==> src/rtl/lcd_scheduler.sv <==
`default_nettype none
// ============================================================================
// Module   : lcd_scheduler
// Purpose  : Round-robin VRAM write arbiter for two ports plus panel refresh
//            sequencing; LCD_SCHED_AUTOREFRESH_EN adds a dirty-frame timer.
// Revision : 1.0
// ============================================================================
module lcd_scheduler #(
    parameter int unsigned REFRESH_PERIOD = 5000000
) (
    input  logic        clk,
    input  logic        rstn,
    input  logic        I_req0,
    input  logic        I_req1,
    input  logic [6:0]  I_row0,
    input  logic [6:0]  I_row1,
    input  logic [1:0]  I_col0,
    input  logic [1:0]  I_col1,
    input  logic [31:0] I_data0,
    input  logic [31:0] I_data1,
    input  logic        I_flush,
    input  logic [1:0]  I_lcd_status,
    output logic        O_ack0,
    output logic        O_ack1,
    output logic        O_vram_we,
    output logic [6:0]  O_row,
    output logic [1:0]  O_col,
    output logic [31:0] O_data,
    output logic        O_refresh,
    output logic        O_busy,
    output logic [15:0] O_frame_cnt
);

    typedef enum logic [1:0] {
        S_WAIT_INIT = 2'd0,
        S_IDLE      = 2'd1,
        S_REFRESH   = 2'd2,
        S_DRAIN     = 2'd3
    } state_t;

    localparam logic [1:0] c_st_init   = 2'd0;
    localparam logic [1:0] c_st_ready  = 2'd1;
    localparam logic [1:0] c_st_finish = 2'd3;

    state_t      r_state;
    state_t      w_state_nxt;
    logic        r_pending;
    logic        w_pending_nxt;
    logic        r_dirty;
    logic        w_dirty_nxt;
    logic        r_rr;
    logic        w_rr_nxt;
    logic        w_ack0_nxt;
    logic        w_ack1_nxt;
    logic        w_we_nxt;
    logic        w_refresh_nxt;
    logic [6:0]  w_row_nxt;
    logic [1:0]  w_col_nxt;
    logic [31:0] w_data_nxt;
    logic [15:0] w_frame_nxt;
    logic        w_grant1;
    logic        w_refresh_start;
    logic        w_auto_set;

    assign w_refresh_start = (r_state == S_IDLE) && (I_lcd_status == c_st_ready) && r_pending;

`ifdef LCD_SCHED_AUTOREFRESH_EN
    localparam int unsigned c_tmr_w = (REFRESH_PERIOD > 1) ? $clog2(REFRESH_PERIOD) : 1;
    localparam logic [c_tmr_w-1:0] c_tmr_last = c_tmr_w'(REFRESH_PERIOD - 1);

    logic [c_tmr_w-1:0] r_timer;
    logic               w_timer_wrap;

    assign w_timer_wrap = (r_state == S_IDLE) && !w_refresh_start && (r_timer == c_tmr_last);
    assign w_auto_set   = w_timer_wrap && r_dirty;

    // Counts only while idle; a starting refresh restarts the interval.
    always_ff @(posedge clk or negedge rstn) begin
        if (!rstn) begin
            r_timer <= '0;
        end else if (r_state == S_IDLE) begin
            if (w_refresh_start || w_timer_wrap)
                r_timer <= '0;
            else
                r_timer <= r_timer + c_tmr_w'(1);
        end
    end
`else
    localparam int unsigned c_unused_period = REFRESH_PERIOD;
    assign w_auto_set = 1'b0;
`endif

    always_comb begin
        w_state_nxt   = r_state;
        w_pending_nxt = r_pending | I_flush | w_auto_set;
        w_dirty_nxt   = r_dirty;
        w_rr_nxt      = r_rr;
        w_ack0_nxt    = 1'b0;
        w_ack1_nxt    = 1'b0;
        w_we_nxt      = 1'b0;
        w_refresh_nxt = O_refresh;
        w_row_nxt     = O_row;
        w_col_nxt     = O_col;
        w_data_nxt    = O_data;
        w_frame_nxt   = O_frame_cnt;
        w_grant1      = 1'b0;

        if (I_lcd_status == c_st_init) begin
            w_state_nxt   = S_WAIT_INIT;
            w_refresh_nxt = 1'b0;
        end else begin
            case (r_state)
                S_WAIT_INIT: begin
                    if (I_lcd_status == c_st_ready)
                        w_state_nxt = S_IDLE;
                end
                S_IDLE: begin
                    if (w_refresh_start) begin
                        // A flush landing on the start cycle is kept for the next frame.
                        w_refresh_nxt = 1'b1;
                        w_pending_nxt = I_flush;
                        w_dirty_nxt   = 1'b0;
                        w_state_nxt   = S_REFRESH;
                    end else if ((I_lcd_status == c_st_ready) && (I_req0 || I_req1) &&
                                 !O_ack0 && !O_ack1) begin
                        w_grant1    = I_req1 && (!I_req0 || r_rr);
                        w_rr_nxt    = !w_grant1;
                        w_ack0_nxt  = !w_grant1;
                        w_ack1_nxt  = w_grant1;
                        w_we_nxt    = 1'b1;
                        w_dirty_nxt = 1'b1;
                        w_row_nxt   = w_grant1 ? I_row1  : I_row0;
                        w_col_nxt   = w_grant1 ? I_col1  : I_col0;
                        w_data_nxt  = w_grant1 ? I_data1 : I_data0;
                    end
                end
                S_REFRESH: begin
                    if (I_lcd_status == c_st_finish) begin
                        w_refresh_nxt = 1'b0;
                        w_state_nxt   = S_DRAIN;
                    end
                end
                S_DRAIN: begin
                    if (I_lcd_status == c_st_ready) begin
                        w_frame_nxt = O_frame_cnt + 16'd1;
                        w_state_nxt = S_IDLE;
                    end
                end
                default: w_state_nxt = S_WAIT_INIT;
            endcase
        end
    end

    always_ff @(posedge clk or negedge rstn) begin
        if (!rstn) begin
            r_state     <= S_WAIT_INIT;
            r_pending   <= 1'b0;
            r_dirty     <= 1'b0;
            r_rr        <= 1'b0;
            O_ack0      <= 1'b0;
            O_ack1      <= 1'b0;
            O_vram_we   <= 1'b0;
            O_row       <= '0;
            O_col       <= '0;
            O_data      <= '0;
            O_refresh   <= 1'b0;
            O_busy      <= 1'b0;
            O_frame_cnt <= '0;
        end else begin
            r_state     <= w_state_nxt;
            r_pending   <= w_pending_nxt;
            r_dirty     <= w_dirty_nxt;
            r_rr        <= w_rr_nxt;
            O_ack0      <= w_ack0_nxt;
            O_ack1      <= w_ack1_nxt;
            O_vram_we   <= w_we_nxt;
            O_row       <= w_row_nxt;
            O_col       <= w_col_nxt;
            O_data      <= w_data_nxt;
            O_refresh   <= w_refresh_nxt;
            O_busy      <= (w_state_nxt != S_IDLE);
            O_frame_cnt <= w_frame_nxt;
        end
    end

endmodule
`default_nettype wire

==> config.mk <==
export PLATFORM = sky130hd
export DESIGN_NAME = lcd_scheduler
export DESIGN_NICKNAME = d
export VERILOG_FILES = /design/src/rtl/lcd_scheduler.sv
export SDC_FILE = /design/constraint.sdc
export NUM_CORES = 1
export LEC_CHECK = 0
export BUFFER_PORTS_ARGS = -buffer_cell sky130_fd_sc_hd__buf_4
export CORE_AREA = 8 8 92 94
export CTS_CLUSTER_DIAMETER = 50
export DETAILED_ROUTE_END_ITERATION = 8
export DIE_AREA = 0 0 100 102
export GPL_ROUTABILITY_DRIVEN = 0
export PLACE_DENSITY = 0.79
export RECOVER_POWER = 50
export SYNTH_ARGS = -nofsm -noshare
export SYNTH_HDL_FRONTEND = slang
export SYNTH_SLANG_ARGS = --single-unit
==> constraint.sdc <==
create_clock -name clk -period 2.35 [get_ports clk]
set_clock_uncertainty 0.1 [all_clocks]
set_input_delay 0.3525 -clock clk [delete_from_list [all_inputs] [get_ports clk]]
set_output_delay 0.3525 -clock clk [all_outputs]
set_load 0.05 [all_outputs]
==> impl_metrics.ini <==
[clock_tree]
ctsResizeCount = 0
clkTransAtPathRegs_ns = 0.06
clk-insertion-delay-late_ns = 0.32
clockBufferDepth = 2
numCtsBuffers = 9
post_cts.repair.setup_buffers = 0
h-tree-depth = 3
cts_root_buf = clkbuf_8
holdBufCountCts = 0
cts_tree = done
clock-sinks = 66

[timing]
setup_tns_ns = 0
relSlewSlack = -0.06212
maxSlewViolCount = 67
post-route-period-util = 0.8193
fin_crit_ns = 1.925
rsz0062_at_grt = false
worst_pin_slew_ns = 1.593
setup_viol = 0
max_freq_ghz = 0.5194
finalHoldViolCount = 0

[flow_run]
maxCapViolCount = 1

[yosys]
ys_seq_elements = 66
yosysWarnings = 0
synthArstFlopShare = 1.000
synth-simple-area-share = 0.1147
synth_mux_area_frac = 0.1393
synthXorXnorAreaFrac = 0.04241
ys.flop_type = dfrtp_1
synth.top_cell.area_share = 0.5331
synth_common_cells = dfrtp_1 (66), nor2_1 (50), mux2i_1 (42), a21oi_1 (37)
syn-cell-area_sq_um = 3098
synth-compound-area-share = 0.09451
synth_top_cell_by_area = dfrtp_1
synth-edff-count = 0
seq_area_frac_synth = 0.5331
yosysUniqueCellTypes = 29
synth_area_per_cell_sq_um = 10.87
synth.most_common_cell = dfrtp_1
synth_top_family_by_area = multiplexers
ys_top_cells_by_area = dfrtp_1 (53%), mux2i_1 (14%), nor2_1 (6.1%)
synthAdderAreaFrac = 0.03635
syn_inst = 285
synth_fp_nets = 383

[route]
post-route-drc-count = 0
antenna_left = 0
vias = 2561
drt_wl_total_um = 7942
firstDrtPassIters = 4
routedWlPerCell_um = 14.84
vias_per_cell = 4.787
first_iter_violations = 62

[grt]
antenna_found_initial = 0
grt_max_degree = 86
grt_usage = 0.1555
grt_pass1_vias = 2684
gr-total-overflow = 0
grt_pass1_wl_um = 12650

[outcome]
run_status = finished, violations left
violations = max-capacitance violations, max-slew violations

[layout]
drive_above_1_share = 0.3349
antenna_cells = 0
final_cells = 535
num-nets-final = 533
syn_to_final_growth_pct = 40.10
fin_util = 0.6149

[die]
core_area_sq_um = 7059
num_rows = 31
ioPinCount = 151
dieArea_sq_um = 10200
die_h_um = 102
initial_core_util = 0.4389
die-width_um = 100

[power_and_ir_drop]
p_switching_uw = 1463
power.internal_uw = 2156
p_per_area_nw_per_um2 = 834.0
power_frac_clock = 0.208
power_frac_seq = 0.401
p_leak_uw = 0.002360
combPwrFrac = 0.391
swShare = 0.4043
ir_drop_v = 0.0003984

[placed_design]
numPortBuffers = 150
hpwl_um = 6247
dp_cells = 523

[worst_setup_path]
crit_type = register to register
cp.arrival_ns = 2.06
crit_required_ns = 2.49
crit_path_end_kind = register
critPathMaxFanout = 85
startpoint_type = register

[worst_hold_path]
hold_path.class = primary input to register
## per-layer routing
metal | share of wire | track usage | wire [um]
met1 | 0.39 | 0.1698 | 3120
met2 | 0.50 | 0.2601 | 3966
met3 | 0.099 | 0.06880 | 788
met4 | 0.0083 | 0.06163 | 66
met5 | 0 | 0 | 0
## stage by stage
stage / hold WS [ns] / setup slack, ns / total power (uW) / area [sq um]
2_1_floorplan: -0.04309 / 0.5770 / 2444 / 3098
3_3_place_gp: 0.3634 / 0.4151 / 2948 / 4302
3_5_place_dp: 0.3656 / 0.3171 / 2991 / 4302
4_1_cts: 0.04697 / 0.4267 / 3757 / 4448
5_1_grt: 0.09370 / 0.2542 / 3843 / 4340
6_report: 0.1217 / 0.4246 / 3620 / 4340
## final timing paths
kind | from | endpoint | slack, ns | depth (start not counted)
worst max-delay path | r_state[1] | O_data[21] | 0.42 | 7
worst min-delay path | I_flush | r_pending | 0.12 | 2
worst max register to register | r_state[1] | O_data[21] | 0.42 | 7
worst min register to register | O_frame_cnt[15] | O_frame_cnt[15] | 0.38 | 1
max in group asynchronous | rstn | O_row[2] | 0.87 | 1
min in group asynchronous | rstn | O_frame_cnt[11] | 0.33 | 1
## cells in the final DEF, fill, tap and decap left out
cell | netlist | final
a31o_2 | 1 | 1
buf_12 | 0 | 1
nand3_1 | 6 | 6
and3_1 | 6 | 6
a21oi_2 | 5 | 5
mux2i_1 | 42 | 42
nand3b_1 | 1 | 1
and2_1 | 1 | 1
nand4_1 | 4 | 4
ha_1 | 9 | 9
mux2_2 | 1 | 1
nand2_1 | 7 | 7
buf_4 | 4 | 123
or2_2 | 1 | 1
clkinv_2 | 0 | 1
a21oi_1 | 37 | 37
xor2_1 | 6 | 6
nor4_1 | 1 | 1
a21o_1 | 2 | 2
o21ai_4 | 0 | 1
a2bb2oi_1 | 1 | 1
nor3_4 | 1 | 1
or3_1 | 1 | 1
xnor2_1 | 9 | 9
dfrtp_1 | 66 | 66
a311oi_1 | 1 | 1
clkbuf_8 | 0 | 10
nor2_1 | 50 | 50
a22oi_1 | 1 | 1
inv_1 | 8 | 8
clkbuf_1 | 0 | 29
o21ai_0 | 3 | 2
clkbuf_2 | 0 | 1
## layout make-up
type | count | area (sq um)
Clock inverter | 1 | 5.005
Multi-Input combinational cell | 197 | 1335
Timing Repair Buffer | 153 | 1054
Fill cell | 636 | 2719
Sequential cell | 66 | 1652
Tap cell | 99 | 123.9
Inverter | 8 | 30.03
Clock buffer | 11 | 141.4
## state kept, by name (all words and copies together), names as in the netlist
name and count:
O_ack1 1, O_busy 1, O_refresh 1, O_row 7, r_pending 1, r_state 2, O_vram_we 1, O_frame_cnt 16
O_ack0 1, O_col 2, O_data 32, r_rr 1
## power by group through the flow
stage | clock, uW | combinational (uW) | sequential (uW)
after global routing | 853 | 1520 | 1470
after floorplan | 0 | 381 | 2060
after CTS | 784 | 1520 | 1450
after global placement | 0 | 1480 | 1460
final | 754 | 1420 | 1450
after detailed placement | 0 | 1520 | 1470
## critical path: stages (launching register included)
cell and delay, ns:
dfrtp_1 0.42, inv_1 0.12, ha_1 0.21, nand3b_1 0.17, nor3_4 0.26, buf_12 0.31, nor2_1 0.07, a21oi_1 0.14
## cell families after synthesis
logic type / after synthesis
compound gates: 51
fa+ha+maj: 9
xor+xnor: 15
mux: 43
flops: 66
simple gates: 79
buf+inv: 22
(Power assumes the default switching activity.)
